`src/rtl/pipe_pkg.sv`:
```
// Shared pipeline definitions: bubble payload, IF/ID field offsets
// and the stage-register occupancy encoding.
package pipe_pkg;

    localparam logic [31:0] NOP = 32'h0000_0000;

    localparam int INSTR_LSB = 32;
    localparam int PC_LSB    = 0;

    typedef enum logic [1:0] {
        ST_EMPTY = 2'd0,
        ST_MAIN  = 2'd1,
        ST_FULL  = 2'd2
    } stage_st_e;

    // The encoding doubles as the entry count.
    function automatic logic [1:0] st_occ(input stage_st_e s);
        return 2'(s);
    endfunction

endpackage

```
`src/rtl/pipe_skid_entry.sv`:
```
// One payload holding register with load and clear-to-bubble.
// Clear has priority over load.
module pipe_skid_entry #(
    parameter int          W       = 64,
    parameter logic [W-1:0] RST_VAL = '0
) (
    input  logic         clk,
    input  logic         rst_n,
    input  logic         load,
    input  logic         clear,
    input  logic [W-1:0] d,
    output logic [W-1:0] q
);

    always_ff @(posedge clk) begin
        if (!rst_n) begin
            q <= RST_VAL;
        end else if (clear) begin
            q <= RST_VAL;
        end else if (load) begin
            q <= d;
        end
    end

endmodule

```
`src/rtl/pipe_stage_reg.sv`:
```
// Handshaked pipeline-stage register with stall, flush-to-bubble,
// optional skid entry and a saturating flush-kill counter.
module pipe_stage_reg
    import pipe_pkg::*;
#(
    parameter int               DATA_W     = 64,
    parameter int               SKID       = 1,
    parameter logic [DATA_W-1:0] BUBBLE_VAL = DATA_W'(NOP),
    parameter int               CNT_W      = 16
) (
    input  logic              clk,
    input  logic              rst_n,
    input  logic              in_valid,
    output logic              in_ready,
    input  logic [DATA_W-1:0] in_data,
    output logic              out_valid,
    input  logic              out_ready,
    output logic [DATA_W-1:0] out_data,
    input  logic              stall,
    input  logic              flush,
    output logic [1:0]        occ,
    output logic [CNT_W-1:0]  kill_cnt
);

    stage_st_e state_q;
    stage_st_e state_d;

    logic              out_valid_q;
    logic              accept;
    logic              pop;
    logic              main_ld;
    logic              main_clr;
    logic              skid_ld;
    logic              skid_clr;
    logic              from_skid;
    logic              flush_kill;
    logic [DATA_W-1:0] main_d;
    logic [DATA_W-1:0] skid_q;
    logic [CNT_W-1:0]  kill_q;

    assign accept = in_valid && in_ready;
    assign pop    = out_valid_q && out_ready && !stall;
    assign main_d = from_skid ? skid_q : in_data;

    always_comb begin
        state_d   = state_q;
        main_ld   = 1'b0;
        main_clr  = 1'b0;
        skid_ld   = 1'b0;
        skid_clr  = 1'b0;
        from_skid = 1'b0;
        if (flush) begin
            state_d  = ST_EMPTY;
            main_clr = 1'b1;
            skid_clr = 1'b1;
        end else begin
            unique case (state_q)
                ST_EMPTY: begin
                    if (accept) begin
                        state_d = ST_MAIN;
                        main_ld = 1'b1;
                    end
                end
                ST_MAIN: begin
                    if (accept && pop) begin
                        main_ld = 1'b1;
                    end else if (accept) begin
                        // Only reachable with a skid entry.
                        state_d = ST_FULL;
                        skid_ld = 1'b1;
                    end else if (pop) begin
                        state_d = ST_EMPTY;
                    end
                end
                ST_FULL: begin
                    if (pop) begin
                        state_d   = ST_MAIN;
                        main_ld   = 1'b1;
                        from_skid = 1'b1;
                        skid_clr  = 1'b1;
                    end
                end
                default: begin
                    state_d = ST_EMPTY;
                end
            endcase
        end
    end

    always_ff @(posedge clk) begin
        if (!rst_n) begin
            state_q     <= ST_EMPTY;
            out_valid_q <= 1'b0;
        end else begin
            state_q     <= state_d;
            out_valid_q <= (state_d != ST_EMPTY);
        end
    end

    assign out_valid = out_valid_q;
    assign occ       = st_occ(state_q);

    pipe_skid_entry #(
        .W       (DATA_W),
        .RST_VAL (BUBBLE_VAL)
    ) u_main (
        .clk   (clk),
        .rst_n (rst_n),
        .load  (main_ld),
        .clear (main_clr),
        .d     (main_d),
        .q     (out_data)
    );

    generate
        if (SKID != 0) begin : g_skid
            logic in_ready_q;

            always_ff @(posedge clk) begin
                if (!rst_n) begin
                    in_ready_q <= 1'b1;
                end else begin
                    in_ready_q <= (state_d != ST_FULL);
                end
            end

            assign in_ready = in_ready_q;

            pipe_skid_entry #(
                .W       (DATA_W),
                .RST_VAL (BUBBLE_VAL)
            ) u_skid (
                .clk   (clk),
                .rst_n (rst_n),
                .load  (skid_ld),
                .clear (skid_clr),
                .d     (in_data),
                .q     (skid_q)
            );
        end else begin : g_noskid
            logic unused_skid;

            assign in_ready    = !out_valid_q || (out_ready && !stall);
            assign skid_q      = BUBBLE_VAL;
            assign unused_skid = skid_ld | skid_clr;
        end
    endgenerate

    // A flush counts only when it actually destroys a beat.
    assign flush_kill = flush && ((state_q != ST_EMPTY) || accept);

    always_ff @(posedge clk) begin
        if (!rst_n) begin
            kill_q <= '0;
        end else if (flush_kill && (kill_q != '1)) begin
            kill_q <= kill_q + CNT_W'(1);
        end
    end

    assign kill_cnt = kill_q;

endmodule

```
`config.mk`:
```
export PLATFORM = sky130hd
export DESIGN_NAME = pipe_stage_reg
export DESIGN_NICKNAME = d
export VERILOG_FILES = /design/src/rtl/pipe_pkg.sv /design/src/rtl/pipe_skid_entry.sv /design/src/rtl/pipe_stage_reg.sv
export SDC_FILE = /design/constraint.sdc
export NUM_CORES = 1
export LEC_CHECK = 0
export BUFFER_PORTS_ARGS = -buffer_cell sky130_fd_sc_hd__buf_2
export CAP_MARGIN = 20
export CORE_MARGIN = 3
export CORE_UTILIZATION = 30
export DETAILED_ROUTE_END_ITERATION = 6
export PLACE_DENSITY = 0.48
export SKIP_CTS_REPAIR_TIMING = 1
export SLEW_MARGIN = 20
export SYNTH_ARGS = -nofsm -noshare
export SYNTH_HDL_FRONTEND = slang
export SYNTH_SLANG_ARGS = --single-unit
```
`constraint.sdc`:
```
create_clock -name clk -period 4.4 [get_ports clk]
set_input_delay 0.88 -clock clk [delete_from_list [all_inputs] [get_ports clk]]
set_output_delay 0.88 -clock clk [all_outputs]
set_load 0.01 [all_outputs]
```
==> results by group <==
Clock tree
  – Clock transition at path regs: ~0.060 ns
  – CTS Buffer Depth: 2
  – Num CTS Buffers: 17
  – Clock sink count: roughly 150
  – H-tree Lvls: 4
  – Clock Latency Late Sink: approximately 0.42 ns
  – CTS tree: done
  – Clk root buf: clkbuf_16

Final layout
  – Nets: between 900 and 1000
  – Antenna fix cells: 0
  – Finished Layout Cells: about 1200
  – Non-Filler Cell Area, Final: approximately 7800 sq um
  – Share of layout cells above drive strength 1: approximately a quarter
  – P&R area growth vs syn: 23.4%

Die
  – Number of I/O pins: about 150
  – Initial Util: between 30% and 40%
  – Die Area: roughly 23000 sq um
  – Die Ht: 151 um
  – Site Rows: 52
  – Area of the core: around 20000 sq um
  – DIE WIDTH: approximately 150 um

Worst setup path
  – Delay of the slowest cell on the worst path: roughly 0.88 ns
  – Worst path slowest cell: or3_2
  – Startpoint Class: input port
  – WS Path Type: input port to flop
  – Crit-path max FO: 33
  – Worst Path Required: about 4.7 ns
  – Crit path arrival time: approximately 2.8 ns
  – Crit-path cells: buf_2, nand3b_1, or3_2, buf_4, nand2_1, a31oi_1
  – WP buf/inv: 2
  – Critical path's top delay family: simple AND/OR/NAND/NOR gates
  – Crit end category: flop

STA
  – Crit path time final: between 2 and 3 ns
  – Pins Over Slew Limit: 0
  – Worst-Margin Slew: roughly 0.90 ns
  – Slew headroom: approximately two fifths
  – Fin crit share: about three fifths
  – RSZ-0062 raised after global routing: no
  – Max Fclk: about 390 MHz
  – Setup ws final: about 1.8 ns
  – Setup Viol. Count Final: 0
  – Post-Route Setup TNS: 0 ns
  – Fin. Hold Viols: 0
  – Clock Skew: a little under 0.01 ns

Logic synthesis
  – Post-synthesis simple-gate area fraction: between 20 and 25%
  – Flops & latches, synth: around 150
  – Sequential area share after synthesis: 47.2%
  – Cell Area, Synth: ~6300 sq um
  – Synth Area in Compound Gates: between 20% and 30%
  – Synth warnings: 0
  – Area leader, netlist: dfxtp_1
  – Mapped Cells: roughly 770
  – Post-synthesis xor/xnor area fraction: 0%
  – Net Count, Synth: between 800 and 900
  – Proportion of netlist area held by the largest area contributor: roughly 47%
  – Largest family of logic cells by synthesized area: compound AO/OA/AOI/OAI gates
  – Adder-Cell Fraction of Synth Area: less than 1%
  – Library cells used by synthesis: between 40 and 50
  – Ranking of synthesized cells by area: dfxtp_1, nand2_1, o31ai_1
  – Mux cell area share after synthesis: less than 1%
  – Syn avg cell area: approximately 8.2 sq um

Global route
  – Global-route wire length before repair: approximately 31000 um
  – Vias in the first global route: roughly 5700
  – GRT Total Usage: 17.1%
  – Overflow after GRT: 0
  – Largest net degree at the start of global routing: between 60 and 70
  – Initial antenna violation count: 1

Route
  – DRC viols: 0
  – Via density: approximately 5.0
  – Remaining antenna violation count: 0
  – Vias after detailed routing: a little under 6000
  – First-pass detailed-route iteration total: 5
  – Routed length per placed instance: roughly 17 um
  – DR iter-0 viols: 249
  – Final wirelength: 19400 um

Placement
  – DP Area: approximately 7000 sq um
  – Pre-CTS setup slack: 1.34 ns
  – Port buffer count: about 150
  – Post-DP HPWL: 11300 um
  – Placed Cells: 1135
  – Gp weighted congestion: between 0.7 and 0.8

Hold path
  – Worst min-delay path class: flop to flop

Outcome
  – Status: finished clean

Job
  – Maxcap violations: 0

Pwr
  – VDD IR max: 0.000222 V
  – Pwr dens: about 400 nW/um^2
  – Leakage: ~3.1 nW
  – Total Power: 0.00310 W
## per-layer routing
layer | vias up | wire, um | global-route usage, %
li1 | 2951 | - | -
met1 | 2722 | 9390 | 23.4
met2 | 147 | 8730 | 27.6
met3 | 18 | 1040 | 3.34
met4 | 2 | 188 | 4.85
met5 | - | 7 | 0
## layout make-up
type	count	area [sq um]
tap	270	338
sequential	148	2960
multi-input combinational	549	2980
timing repair buffer	164	873
fill	2190	12700
inverter	4	15.0
clock buffer	22	464
clock inverter	10	123
## cell usage after synthesis, drive strengths merged
master    n
nor4b     1
a31oi    64
nor4      4
o21ai     4
a21oi    75
nand2b    6
o221a     1
nor2      4
dfxtp   148
and3b     1
o31a      1
o21a      3
clkbuf   31
or3       4
nand2   265
and4      4
o21ba     1
nand4b    1
or4       7
inv       4
o41ai     2
buf      35
nand3     8
o311ai    2
nor3      3
a211o     1
o211ai    2
ha        1
and3      1
mux2i     2
nand4     7
nand3b    2
o31ai    72
## metrics by stage
stage	util, %	hold WS (ns)
after global routing	38.0	0.470
final	38.0	0.454
after detailed placement	35.0	0.447
after CTS	37.9	0.456
after global placement	35.0	0.443
after floorplan	-	0.437
## where the power goes
group / leakage, nW / switching (W) / internal (W)
clock network: 0.277 / 0.000587 / 0.000871
logic: 1.66 / 0.000157 / 0.0000893
registers: 1.20 / 0.0000225 / 0.00138
total: 3.14 / 0.000767 / 0.00234
## worst reg2reg max path, stage by stage, from the launching register on
cell,delay [ns]
dfxtp_1,0.37
nand3b_1,0.37
or4_2,0.99
buf_4,0.41
nand2_1,0.17
a21oi_2,0.06
## final timing paths
path / startpoint / to / slack [ns] / cells after the start
setup reg to reg: occ[1] / g_skid.u_skid.q[35] / 1.94 / 5
setup / recovery: stall / u_main.q[57] / 1.80 / 6
hold / removal: g_skid.u_skid.q[3] / g_skid.u_skid.q[3] / 0.45 / 2
hold reg to reg: g_skid.u_skid.q[3] / g_skid.u_skid.q[3] / 0.45 / 2
## flip-flops by register name, summed over array words and instances, names as in the netlist
register and cells:
u_main.q 64, in_ready 1, g_skid.u_skid.q 64, occ 2, out_valid 1, kill_cnt 16
## logic make-up (layout without fill, tap and decap cells)
group / after synthesis / count (layout)
AND/OR/NAND/NOR: 318 / 318
buffers and inverters: 70 / 200
flip-flops: 148 / 148
adder cells (fa/ha/maj): 1 / 1
AO/OA/AOI/OAI: 228 / 228
multiplexers: 2 / 2
## layout by cell type (no fill, tap or decap), drive strengths merged, types with 7 or more instances in the layout
master and instances:
buf 164, nand2 265, o31ai 72, or4 7, clkbuf 22, nand4 7, a21oi 75, dfxtp 148
a31oi 64, nand3 8
Power figures use the tool's default switching activity.
